--- src/rtl/lfsr_bank_seq.sv ---
// Bank of NUM_CH Fibonacci XNOR LFSRs with a burst sequencer that streams
// LEN pseudo-random weight vectors over valid/ready and recovers from lock-up.
module lfsr_bank_seq #(
    parameter int                 WIDTH  = 8,
    parameter int                 NUM_CH = 4,
    parameter logic [WIDTH-1:0]   TAPS   = WIDTH'(8'b0001_1101),
    parameter int                 LEN_W  = 10
) (
    input  logic                      clk,
    input  logic                      rst,
    input  logic                      clr,
    input  logic                      load_seed,
    input  logic [WIDTH-1:0]          seed_in,
    input  logic                      step_en,
    input  logic                      start,
    input  logic [LEN_W-1:0]          len_in,
    input  logic                      out_ready,
    output logic [NUM_CH*WIDTH-1:0]   out_data,
    output logic                      out_valid,
    output logic                      busy,
    output logic                      done,
    output logic [LEN_W-1:0]          word_cnt,
    output logic                      lockup_err
);

    typedef enum logic [1:0] {
        S_IDLE = 2'd0,
        S_RUN  = 2'd1,
        S_DONE = 2'd2
    } state_t;

    state_t                        fsm_q, fsm_d;
    logic [NUM_CH-1:0][WIDTH-1:0]  ch_q, ch_d;
    logic [NUM_CH-1:0][WIDTH-1:0]  step_val;
    logic [NUM_CH-1:0]             lock_vec;
    logic [LEN_W-1:0]              len_q, len_d;
    logic [LEN_W-1:0]              word_cnt_q, word_cnt_d;
    logic                          lockup_q, lockup_d;
    logic                          do_step;
    logic                          last_xfer;

    // State register
    always_ff @(posedge clk) begin
        if (rst) begin
            fsm_q      <= S_IDLE;
            len_q      <= '0;
            word_cnt_q <= '0;
            lockup_q   <= 1'b0;
            for (int c = 0; c < NUM_CH; c++) begin
                ch_q[c] <= WIDTH'(c);
            end
        end else begin
            fsm_q      <= fsm_d;
            len_q      <= len_d;
            word_cnt_q <= word_cnt_d;
            lockup_q   <= lockup_d;
            ch_q       <= ch_d;
        end
    end

    // All-ones is the XNOR fixed point, so it is forced to zero instead of stepping.
    always_comb begin
        for (int c = 0; c < NUM_CH; c++) begin
            lock_vec[c] = &ch_q[c];
            step_val[c] = lock_vec[c] ? '0 : {~^(ch_q[c] & TAPS), ch_q[c][WIDTH-1:1]};
        end
    end

    assign last_xfer = ((word_cnt_q + LEN_W'(1)) == len_q);

    // Next-state logic
    always_comb begin
        fsm_d = fsm_q;
        if (clr) begin
            fsm_d = S_IDLE;
        end else begin
            case (fsm_q)
                S_IDLE: begin
                    if (start && !load_seed) begin
                        fsm_d = (len_in != '0) ? S_RUN : S_DONE;
                    end
                end
                S_RUN: begin
                    if (out_ready && last_xfer) begin
                        fsm_d = S_DONE;
                    end
                end
                S_DONE:  fsm_d = S_IDLE;
                default: fsm_d = S_IDLE;
            endcase
        end
    end

    // Datapath next values
    always_comb begin
        ch_d       = ch_q;
        len_d      = len_q;
        word_cnt_d = word_cnt_q;
        lockup_d   = lockup_q;
        do_step    = 1'b0;
        if (clr) begin
            len_d      = '0;
            word_cnt_d = '0;
            lockup_d   = 1'b0;
            for (int c = 0; c < NUM_CH; c++) begin
                ch_d[c] = WIDTH'(c);
            end
        end else begin
            case (fsm_q)
                S_IDLE: begin
                    if (load_seed) begin
                        for (int c = 0; c < NUM_CH; c++) begin
                            ch_d[c] = seed_in ^ WIDTH'(c);
                        end
                    end else if (start) begin
                        len_d      = len_in;
                        word_cnt_d = '0;
                    end else if (step_en) begin
                        do_step = 1'b1;
                    end
                end
                S_RUN: begin
                    if (out_ready) begin
                        do_step    = 1'b1;
                        word_cnt_d = word_cnt_q + LEN_W'(1);
                    end
                end
                default: ;
            endcase
            if (do_step) begin
                ch_d = step_val;
                if (|lock_vec) begin
                    lockup_d = 1'b1;
                end
            end
        end
    end

    // Outputs
    always_comb begin
        out_valid = (fsm_q == S_RUN);
        busy      = (fsm_q != S_IDLE);
        done      = (fsm_q == S_DONE);
    end

    assign out_data   = ch_q;
    assign word_cnt   = word_cnt_q;
    assign lockup_err = lockup_q;

endmodule
--- config.mk ---
export PLATFORM = sky130hd
export DESIGN_NAME = lfsr_bank_seq
export DESIGN_NICKNAME = d
export VERILOG_FILES = /design/src/rtl/lfsr_bank_seq.sv
export SDC_FILE = /design/constraint.sdc
export NUM_CORES = 1
export LEC_CHECK = 0
export ABC_CLOCK_PERIOD_IN_PS = 2050
export CAP_MARGIN = 15
export CORE_MARGIN = 2
export CORE_UTILIZATION = 30
export CTS_CLUSTER_SIZE = 40
export DETAILED_ROUTE_END_ITERATION = 10
export REMOVE_ABC_BUFFERS = 1
export SLEW_MARGIN = 20
export SYNTH_ARGS = -nofsm -noshare
export SYNTH_HDL_FRONTEND = slang
export SYNTH_SLANG_ARGS = --single-unit
--- constraint.sdc ---
create_clock -name clk -period 2.05 [get_ports clk]
set_input_delay 0.615 -clock clk [delete_from_list [all_inputs] [get_ports clk]]
set_output_delay 0.615 -clock clk [all_outputs]
set_load 0.02 [all_outputs]
After elaboration in Yosys (flattened, before gate mapping)
Cells that the tools add are included.
{"block": "totals", "mem_bits_rw": 0, "n_memories": 0, "latchBits": 0, "mem_bits_ro": 0, "register_bits": 55}
{"block": "op_classes", "n_mul": 0, "bitwise": 4, "magnitude_cmp": 0, "shifts": 0, "eq_ne": 8, "reduce_logical": 24, "n_addsub": 1, "div": 0, "muxes": 21}
{"op": "two-way mux 32 bit", "count": 3}
{"op": "two-way mux 8 bit", "count": 4}
{"op": "AND reduction 8 bit", "count": 4}
{"op": "XNOR reduction 8 bit", "count": 4}
{"op": "two-way mux 10 bit", "count": 3}
{"op": "case mux 10 bit (2 select lines)", "count": 1}
{"op": "adder 10 x 1 -> 10 bit (second input constant)", "count": 1}
{"op": "equality test 10 bit", "count": 1}
{"op": "nonzero test 10 bit", "count": 1}
{"op": "!= test 2 bit (second input constant)", "count": 4}
{"op": "nonzero test 2 bit", "count": 4}
{"op": "two-way mux 2 bit", "count": 3}
{"op": "AND reduction 2 bit", "count": 3}
{"op": "two-way mux 1 bit", "count": 5}
{"op": "case mux 2 bit (2 select lines)", "count": 1}
{"op": "AND reduction 4 bit", "count": 1}
{"op": "OR reduction 4 bit", "count": 1}
{"op": "NOT 1 bit", "count": 3}
{"op": "AND reduction 3 bit", "count": 1}
{"op": "equality test 2 x 1 -> 1 bit (second input constant)", "count": 1}
{"op": "equality test 2 bit (second input constant)", "count": 1}
{"op": "logical AND 1 bit", "count": 2}
{"op": "logical NOT 2 bit", "count": 1}
{"op": "!= test 2 x 1 -> 1 bit (second input constant)", "count": 1}
{"op": "4 further kinds", "count": 4}

Logic depth before layout (Yosys ltp)
Gate-level depths: netlist (run 1).
{"block": "depth", "ltp_word": 7, "mapped_depth": 8, "mapped_depth_nobuf": 7}

Least setup slack after synthesis (run 1)
No wires, ideal clock.
{"block": "synth_timing", "path_type": "register to register", "start": "register word_cnt_q[0] (netlist: word_cnt[0])", "end": "register fsm_q[0]", "n_path_buf": 1, "setup_slack_ns": 0.055, "setup_ns": 0.132, "arrival_time_ns": 1.863, "stages_incl_launch_ff": 9, "cell_sequence": "dfxtp_1 > ha_1 > buf_2 > nand2_1 > o41ai_1 > a31oi_1 > a211oi_2 > a311o_1 > a21oi_1"}
{"block": "synth_between", "elab_chain_cells": 5}
{"item": "start: declaration", "line_no": "37", "source": "logic [LEN_W-1:0] word_cnt_q, word_cnt_d;"}
{"item": "start signal: assignment", "line_no": "55", "source": "word_cnt_q <= word_cnt_d;"}
{"item": "adder 10 x 1 -> 10 bit", "line_no": "69", "source": "assign last_xfer = ((word_cnt_q + LEN_W'(1)) == len_q);"}
{"item": "equality test 10 bit", "line_no": "69"}
{"item": "logical AND 1 bit", "line_no": "84", "source": "if (out_ready && last_xfer) begin"}
{"item": "!= test 2 x 1 -> 1 bit (no source line)"}
{"item": "AND reduction 2 bit (no source line)"}
{"item": "end signal: assignment", "line_no": "53", "source": "fsm_q <= fsm_d;"}
{"item": "end: declaration", "line_no": "32", "source": "state_t fsm_q, fsm_d;"}
Every way passes these cells.
A chain may end at the register's enable or synchronous reset.

Worst setup path in the final report (run 1)
{"block": "layout_timing", "start": "register ch_q (netlist bit out_data[12])", "end": "output out_data[12]"}
{"item": "start: declaration", "line_no": "33", "source": "logic [NUM_CH-1:0][WIDTH-1:0] ch_q, ch_d;"}
{"item": "start signal: indexed assignment", "line_no": "50", "source": "ch_q[c] <= WIDTH'(c);"}
{"item": "start signal: assignment", "line_no": "57", "source": "ch_q <= ch_d;"}
{"item": "end: declaration", "line_no": "18", "source": "output logic [NUM_CH*WIDTH-1:0] out_data,"}
No word-level cell between the ends.

==> results of run 1 <==
[power by group through the flow]
| stage | sequential (mW) | combinational (mW) | clock [mW] |
|---|---|---|---|
| after CTS | 1.15 | 0.414 | 0.673 |
| after global placement | 1.18 | 0.410 | 0 |
| final | 1.15 | 0.415 | 0.661 |
| after floorplan | 1.20 | 0.150 | 0 |
| after global routing | 1.16 | 0.452 | 0.709 |
| after detailed placement | 1.17 | 0.413 | 0 |
[per-layer routing]
| metal | part of all wire | vias to the layer above | routed length, um | GRT usage |
|---|---|---|---|---|
| met3 | 0.046 | 10 | 384 | 0.0306 |
| met2 | 0.48 | 82 | 4020 | 0.281 |
| met5 | 0 | - | 0 | 0 |
| li1 | - | 1447 | - | - |
| met4 | 0.016 | 0 | 133 | 0.0537 |
| met1 | 0.45 | 1380 | 3770 | 0.223 |
[worst min-delay path: stages (launching register included)]
cell and delay [ns]:
dfxtp_1 0.33, nand2_1 0.05, a21oi_1 0.05
[cell families after synthesis]
| family | after synthesis | share of synthesized area |
|---|---|---|
| AND/OR/NAND/NOR | 140 | 0.244 |
| AO/OA/AOI/OAI | 118 | 0.238 |
| flip-flops | 55 | 0.398 |
| buffers and inverters | 22 | 0.0349 |
| XOR/XNOR | 19 | 0.0629 |
| adder cells (fa/ha/maj) | 5 | 0.0226 |
[layout by cell type (no fill, tap or decap), drive strengths merged, types with 6 or more instances in the layout]
cell           count
a21oi             48
buf               33
clkdlybuf4s50     54
dfxtp             55
dlygate4sd2        6
dlymetal6s2s      10
nand2             60
nand3             10
nand4              8
nor2              32
o21ai             49
or3                6
xnor2             13
xor2               6
[area by class of cell]
cell class / count / area (um^2)
sequential: 55 / 1100
multi-input combinational: 282 / 1590
timing repair buffer: 103 / 991
inverter: 3 / 11.3
fill: 928 / 5180
tap: 111 / 139
clock buffer: 5 / 68.8
clock inverter: 3 / 27.5
[sequential cells by signal, summed over array words and instances, names as in the netlist]
name / flops
fsm_q: 2
len_q: 10
lockup_err: 1
out_data: 32
word_cnt: 10
[worst paths after layout]
check	start	to	slack, ns	depth (start not counted)
setup / recovery	out_data[12]	out_data[12]	0.04	1
hold / removal	len_q[0]	len_q[0]	0.48	2
setup reg to reg	word_cnt[0]	fsm_q[0]	0.14	7
hold reg to reg	len_q[0]	len_q[0]	0.48	2
[metrics by stage]
stage               instances   util  instance area (um^2)  hold slack (ns)  setup TNS, ns
floorplan                 340      -                  2680            0.448              0
global placement          554  0.416                  3790            0.461          -7.23
detailed placement        554  0.416                  3790            0.464          -8.50
CTS                       562  0.426                  3880            0.480              0
global route              562  0.431                  3930            0.510      -0.000496
finish                    562  0.431                  3930            0.476              0
[Yosys cell counts, types with 2 or more instances]
cell type	instances	area (um^2)
nand2_1	60	225
dfxtp_1	55	1100
o21ai_0	49	245
a21oi_1	48	240
nor2_1	32	120
clkbuf_1	14	52.6
xnor2_1	12	105
nand3_1	9	45.0
nand4_1	7	43.8
xor2_1	6	52.6
ha_1	5	62.6
a211oi_1	4	30.0
a31oi_1	4	25.0
nor2b_1	4	25.0
nor3_1	4	20.0
nor4_1	4	25.0
or3_1	4	25.0
and2_1	3	18.8
buf_4	3	22.5
inv_1	3	11.3
a21o_2	2	17.5
buf_2	2	10.0
==> results.cfg, run 1 <==
[finish]
nets = 480
n_antenna_cell = 0
area_growth_pct = 42.0
drive_gt1_frac = 0.135

[grt]
grt_overflow = 0
grt_use_total = 0.169
grt_first_pass_wirelength_mm = 13.5
antenna_found_initial = 0
grt_max_degree = 33
grt_pass1_vias = 2702

[sta]
final-max-slew-violation-count = 0
final-hold-violation-count = 0
fin_skew_ns = 0.0142
period_minus_slack_ns = 2.01
fin_crit_sh = 0.978
layout_setup_ws_ns = 0.0442
finalSetupViolCount = 0
fmax_mhz = 499
slew_headroom = 0.693
worst_pin_slew_ns = 0.461

[power]
power_density_mw_per_mm2 = 567
swShare = 0.300
p_sw_mw = 0.668
pwr-share-comb = 0.187
p_clk_frac = 0.297
ir_drop_mv = 0.276
leakage_nw = 1.57
power_mw = 2.23
p_int_mw = 1.56
power_frac_seq = 0.517

[critical_path]
crit_arrival_ns = 1.39
end_kind = output pin
required_ns = 1.43
cpMaxStageDelayCell = clkdlybuf4s50_1
slowest_delay_ns = 0.65
crit_path_max_fanout = 5
start_kind = register
worst-setup-path-type = reg -> out
worst-path-buf-inv = 1
cp_top_family = buffers and inverters
worstPathCellList = clkdlybuf4s50_1

[placement]
place.gp.congestion = 0.822
dpl_worst_slack_ns = -0.329
io_buffers = 70
dp_hpwl_mm = 6.14

[synth]
postSynthAreaPerCell_um2 = 7.70
async_reset_ff_frac = 0
yosys_most_used_dff = dfxtp_1
synth_cells = 359
synth_edf_count = 0
synth_seq_area_share = 0.398
synth.cell_area_mm2 = 0.00276
ys_ff_latch = 55
yosysWarnings = 0
yosysUniqueCellTypes = 47

[clock_tree]
post_cts_buffers = 0
clkSinkCount = 55
clock-root-buffer = clkbuf_8
cts_hold_buf = 0
h-tree-depth = 2
clk_pin_slew_ns = 0.11
cts_resized = 7
clockBufferDepth = 2
numCtsBuffers = 5
clock_latency_ns = 0.32
cts_tree = done

[die]
start_util = 0.303
io_pins = 71
fp-row-count = 35
die_area_mm2 = 0.0100
fp.dieH_um = 100
coreArea_mm2 = 0.00911
die_w_um = 100

[routing]
wire_per_inst_um = 14.8
drcViolationCount = 0
via_count = 2919
routed_via_density = 5.19
drtPass1Iterations = 4
drt_iter0_drc = 85
ant_nets = 0
routed_wl_mm = 8.31

[hold_path]
hp-class = reg -> reg

[flow_run]
max_cap_viol_count = 0

[status]
run_status = completed
Power figures use the tool's default switching activity.
==> inputs of run 2 (changes only) <==
Settings changed: CORE_MARGIN 2 to 8.
==> run 2 against run 1 <==
Final cell count up 0.89%. Clock-buffer cell count up 1. Worst hold slack better by 0.0027 ns. Sequential share of layout area down 0.35 points. Combinational power is 3% higher. Cell area up 1.5%. Via count shrank 0.96%. Clock skew is 0.00086 ns lower. First-iteration DRC count rose by 51%. Utilization grew 0.65 points. Die area up 25%. Critical path type unchanged. Largest cell class unchanged.
==> results.cfg, run 2 (synthesis results as in run 1) <==
[hold_path]
hold_end = len_q[0]
hp-class = reg -> reg
hp-start = len_q[0]
hold-path-cell-count = 2

[finish]
final_cell_mix = nand2_1 (60), clkdlybuf4s50_1 (58), dfxtp_1 (52)
largest_reg_flops = 32
layout_commonest_cell = nand2_1
drive_gt1_frac = 0.149
fin_util = 0.437
nets = 485
area_growth_pct = 44.1
n_antenna_cell = 0

[die]
fp-row-count = 35
coreArea_mm2 = 0.00911
fp.dieH_um = 112
die_w_um = 112
io_pins = 71
die_area_mm2 = 0.0125
start_util = 0.303

[critical_path]
r2r_cells = 6
worst-path-buf-inv = 1
required_ns = 1.43
end_kind = output pin
start_kind = register
crit_arrival_ns = 1.39
reg2reg_setup_slack_ns = 0.15
cpMaxStageDelayCell = clkdlybuf4s50_1
reg2reg_to = fsm_q[0]
slowest_delay_ns = 0.65
worstPathCellList = clkdlybuf4s50_1
worst-setup-path-type = reg -> out
reg2reg_from = word_cnt[4]
crit_path_max_fanout = 4
cp_top_family = buffers and inverters

[power]
leakage_nw = 1.54
power_mw = 2.36
ir_drop_mv = 0.322
power_density_mw_per_mm2 = 593

[clock_tree]
numCtsBuffers = 5
cts_tree = done
clkSinkCount = 55
clock-root-buffer = clkbuf_8
h-tree-depth = 2
cts_resized = 11
clockBufferDepth = 2
clock_latency_ns = 0.31
cts_hold_buf = 0
clk_pin_slew_ns = 0.11
post_cts_buffers = 0

[sta]
worst_pin_slew_ns = 0.485
fmax_mhz = 498
period_minus_slack_ns = 2.01
fin_skew_ns = 0.0133
rsz0062_at_grt = false
slew_headroom = 0.677
final-max-slew-violation-count = 0
fin_crit_sh = 0.980
finalSetupViolCount = 0
final-hold-violation-count = 0

[routing]
wire_per_inst_um = 15.3
drtPass1Iterations = 4
ant_nets = 0
via_count = 2891
routed_via_density = 5.10
drt_iter0_drc = 128
drcViolationCount = 0
routed_wl_mm = 8.68

[grt]
grt_pass1_vias = 2782
antenna_found_initial = 0
grt_use_total = 0.136
grt_overflow = 0
grt_max_degree = 33
grt_first_pass_wirelength_mm = 14.1

[status]
run_status = completed

[placement]
place.gp.congestion = 0.818
io_buffers = 70
dp_hpwl_mm = 6.57

[flow_run]
max_cap_viol_count = 0
run 2: final cells by class:
type | instances | area, um^2
fillers | 940 | 5120
multi-input cells | 282 | 1580
inverters | 3 | 11.3
clock inverters | 2 | 38.8
repair buffers | 108 | 1020
flip-flops and latches | 55 | 1100
clock buffers | 6 | 82.6
well taps | 111 | 139
run 2: tightest hold or removal path, stage by stage (launching register included):
cell and delay, ns:
dfxtp_1 0.34, nand2_1 0.05, a21oi_1 0.05
run 2: per-stage QoR:
stage               setup TNS (ns)  area, um^2  instances  setup WS (ns)  hold slack [ns]
floorplan                        0        2680        340         0.0178            0.448
global placement             -6.04        3840        559         -0.184            0.462
detailed placement           -7.73        3840        559         -0.251            0.465
CTS                              0        3960        567         0.0104            0.480
global route                     0        3980        567        0.00160            0.492
finish                           0        3980        567         0.0404            0.479
run 2: how the worst max path moves through the flow:
stage                  from           end  slack (ns)  cells after the start
4_1_cts         out_data[4]   out_data[4]        0.01                      1
6_report       out_data[16]  out_data[16]        0.04                      1
3_5_place_dp      load_seed  out_data[17]       -0.25                      8
2_1_floorplan   word_cnt[0]      fsm_q[0]        0.02                      7
3_3_place_gp      load_seed   word_cnt[2]       -0.18                      7
5_1_grt         word_cnt[8]   word_cnt[8]       0.002                      1
run 2: per-layer routing:
| layer | up-vias | share of wire | wire length (um) | global-route usage |
|---|---|---|---|---|
| li1 | 1451 | - | - | - |
| met1 | 1342 | 0.45 | 3940 | 0.169 |
| met2 | 90 | 0.47 | 4060 | 0.225 |
| met3 | 8 | 0.069 | 595 | 0.0422 |
| met4 | 0 | 0.0098 | 85 | 0.0270 |
| met5 | - | 0 | 0 | 0 |
run 2: where the power goes:
part / switching, mW / internal, mW
combinational: 0.218 / 0.211
clock: 0.378 / 0.403
sequential: 0.0450 / 1.11
==> inputs of run 3 (changes only) <==
Settings changed: CORE_UTILIZATION 30 to 49, PLACE_DENSITY set to 0.8.
==> run 3 against run 2 <==
Clock skew is 0.0067 ns lower. Via count grew 3.2%. Flip-flop and latch count unchanged. Wire length fell by 1.4%. Sequential share of layout area is 0.95 points higher. Final cell count fell by 7.8%. Utilization increased by 27 points. Die area down 34%. Worst hold slack lost 0.0074 ns. Power down 7.2%. Combinational power fell by 3%. Critical path depth unchanged. Critical endpoint is now out_data[8].
==> results.cfg, run 3 (synthesis results as in run 1) <==
[power]
leakage_nw = 1.46
p_int_mw = 1.58
power_density_mw_per_mm2 = 570
p_sw_mw = 0.611
swShare = 0.279
ir_drop_mv = 0.430
p_clk_frac = 0.284
pwr-share-comb = 0.191
power_frac_seq = 0.526

[sta]
period_minus_slack_ns = 2.02
fin_skew_ns = 0.00666
fin_setup_tns_ns = 0
finalSetupViolCount = 0
final-hold-violation-count = 0
fmax_mhz = 494
final-max-slew-violation-count = 0
worst_pin_slew_ns = 0.475
fin_crit_sh = 0.988
rsz0062_at_grt = false
slew_headroom = 0.683

[routing]
drt_iter0_drc = 354
drtPass1Iterations = 7
routed_wl_mm = 8.56
routed_via_density = 5.70
via_count = 2983
wire_per_inst_um = 16.4
ant_nets = 0
drcViolationCount = 0

[grt]
grt_overflow = 0
grt_max_degree = 33
grt_use_total = 0.199
grt_first_pass_wirelength_mm = 13.7
antenna_found_initial = 0
grt_pass1_vias = 2772

[critical_path]
end_kind = output pin
slowest_delay_ns = 0.65
cpMaxStageDelayCell = clkdlybuf4s50_1
required_ns = 1.43
crit_arrival_ns = 1.41
crit_path_max_fanout = 4
worstPathCellList = clkdlybuf4s50_1
worst-setup-path-type = reg -> out
worst-path-buf-inv = 1
start_kind = register
cp_top_family = buffers and inverters

[die]
start_util = 0.505
die_area_mm2 = 0.00830
die_w_um = 91.1
fp-row-count = 27
io_pins = 71
coreArea_mm2 = 0.00547
fp.dieH_um = 91.1

[clock_tree]
clk_pin_slew_ns = 0.10
h-tree-depth = 2
cts_tree = done
clkSinkCount = 55
numCtsBuffers = 5
clockBufferDepth = 2
clock-root-buffer = clkbuf_8
clock_latency_ns = 0.31

[finish]
nets = 481
layout_commonest_cell = nand2_1
largest_reg_flops = 32
drive_gt1_frac = 0.129
area_growth_pct = 39.2
final_cell_mix = nand2_1 (60), clkdlybuf4s50_1 (58), dfxtp_1 (53)
n_antenna_cell = 0
design_area_mm2 = 0.00385

[placement]
place.gp.congestion = 0.882
io_buffers = 70
dp_hpwl_mm = 6.37
placed_cell_area_mm2 = 0.00376

[hold_path]
hp-class = reg -> reg

[flow_run]
max_cap_viol_count = 0

[status]
run_status = completed
[run 3: final timing paths]
| kind | slack (ns) | end | depth (start not counted) | from |
|---|---|---|---|---|
| worst max-delay path | 0.03 | out_data[8] | 1 | out_data[8] |
| worst min-delay path | 0.47 | len_q[5] | 2 | len_q[5] |
| worst max register to register | 0.07 | fsm_q[0] | 6 | word_cnt[2] |
| worst min register to register | 0.47 | len_q[5] | 2 | len_q[5] |
[run 3: what timing repair did]
| action | 4_1_cts | 5_1_grt |
|---|---|---|
| endpoints found under the setup margin | 11 | 3 |
| pin swaps | 0 | 1 |
| hold buffers | 0 | 0 |
| gates resized for setup | 12 | 3 |
| setup buffers | 0 | 0 |
[run 3: power by group through the flow]
stage | clock (mW) | sequential, mW | combinational (mW)
floorplan | 0 | 1.20 | 0.150
CTS | 0.632 | 1.15 | 0.416
global placement | 0 | 1.17 | 0.408
detailed placement | 0 | 1.17 | 0.416
global route | 0.668 | 1.16 | 0.449
finish | 0.622 | 1.15 | 0.418
[run 3: per-layer routing]
metal	track usage	vias to the layer above	routed length, um
met5	0	-	0
met4	0.0518	0	106
met3	0.0403	11	585
met2	0.318	120	3960
met1	0.267	1406	3900
li1	-	1446	-
[run 3: cell type report]
| type | instances | area (um^2) |
|---|---|---|
| clock inverter | 1 | 8.76 |
| fill | 453 | 1630 |
| inverter | 3 | 11.3 |
| timing repair buffer | 104 | 982 |
| tap | 72 | 90.1 |
| sequential | 55 | 1100 |
| clock buffer | 6 | 82.6 |
| multi-input combinational | 282 | 1570 |
[run 3: through the flow]
| step | setup slack, ns | power [mW] | hold slack (ns) | utilization | std cells |
|---|---|---|---|---|---|
| 3_5_place_dp | -0.133 | 1.59 | 0.463 | 0.687 | 516 |
| 4_1_cts | 0.0117 | 2.20 | 0.477 | 0.702 | 523 |
| 2_1_floorplan | 0.0178 | 1.35 | 0.448 | - | 340 |
| 6_report | 0.0251 | 2.19 | 0.472 | 0.703 | 523 |
| 3_3_place_gp | -0.0998 | 1.58 | 0.453 | 0.687 | 516 |
| 5_1_grt | 0.00683 | 2.27 | 0.503 | 0.703 | 523 |
[run 3: worst min-delay path: stages (launching register included)]
cell	delay (ns)
dfxtp_1	0.33
nand2_1	0.05
a21oi_1	0.05
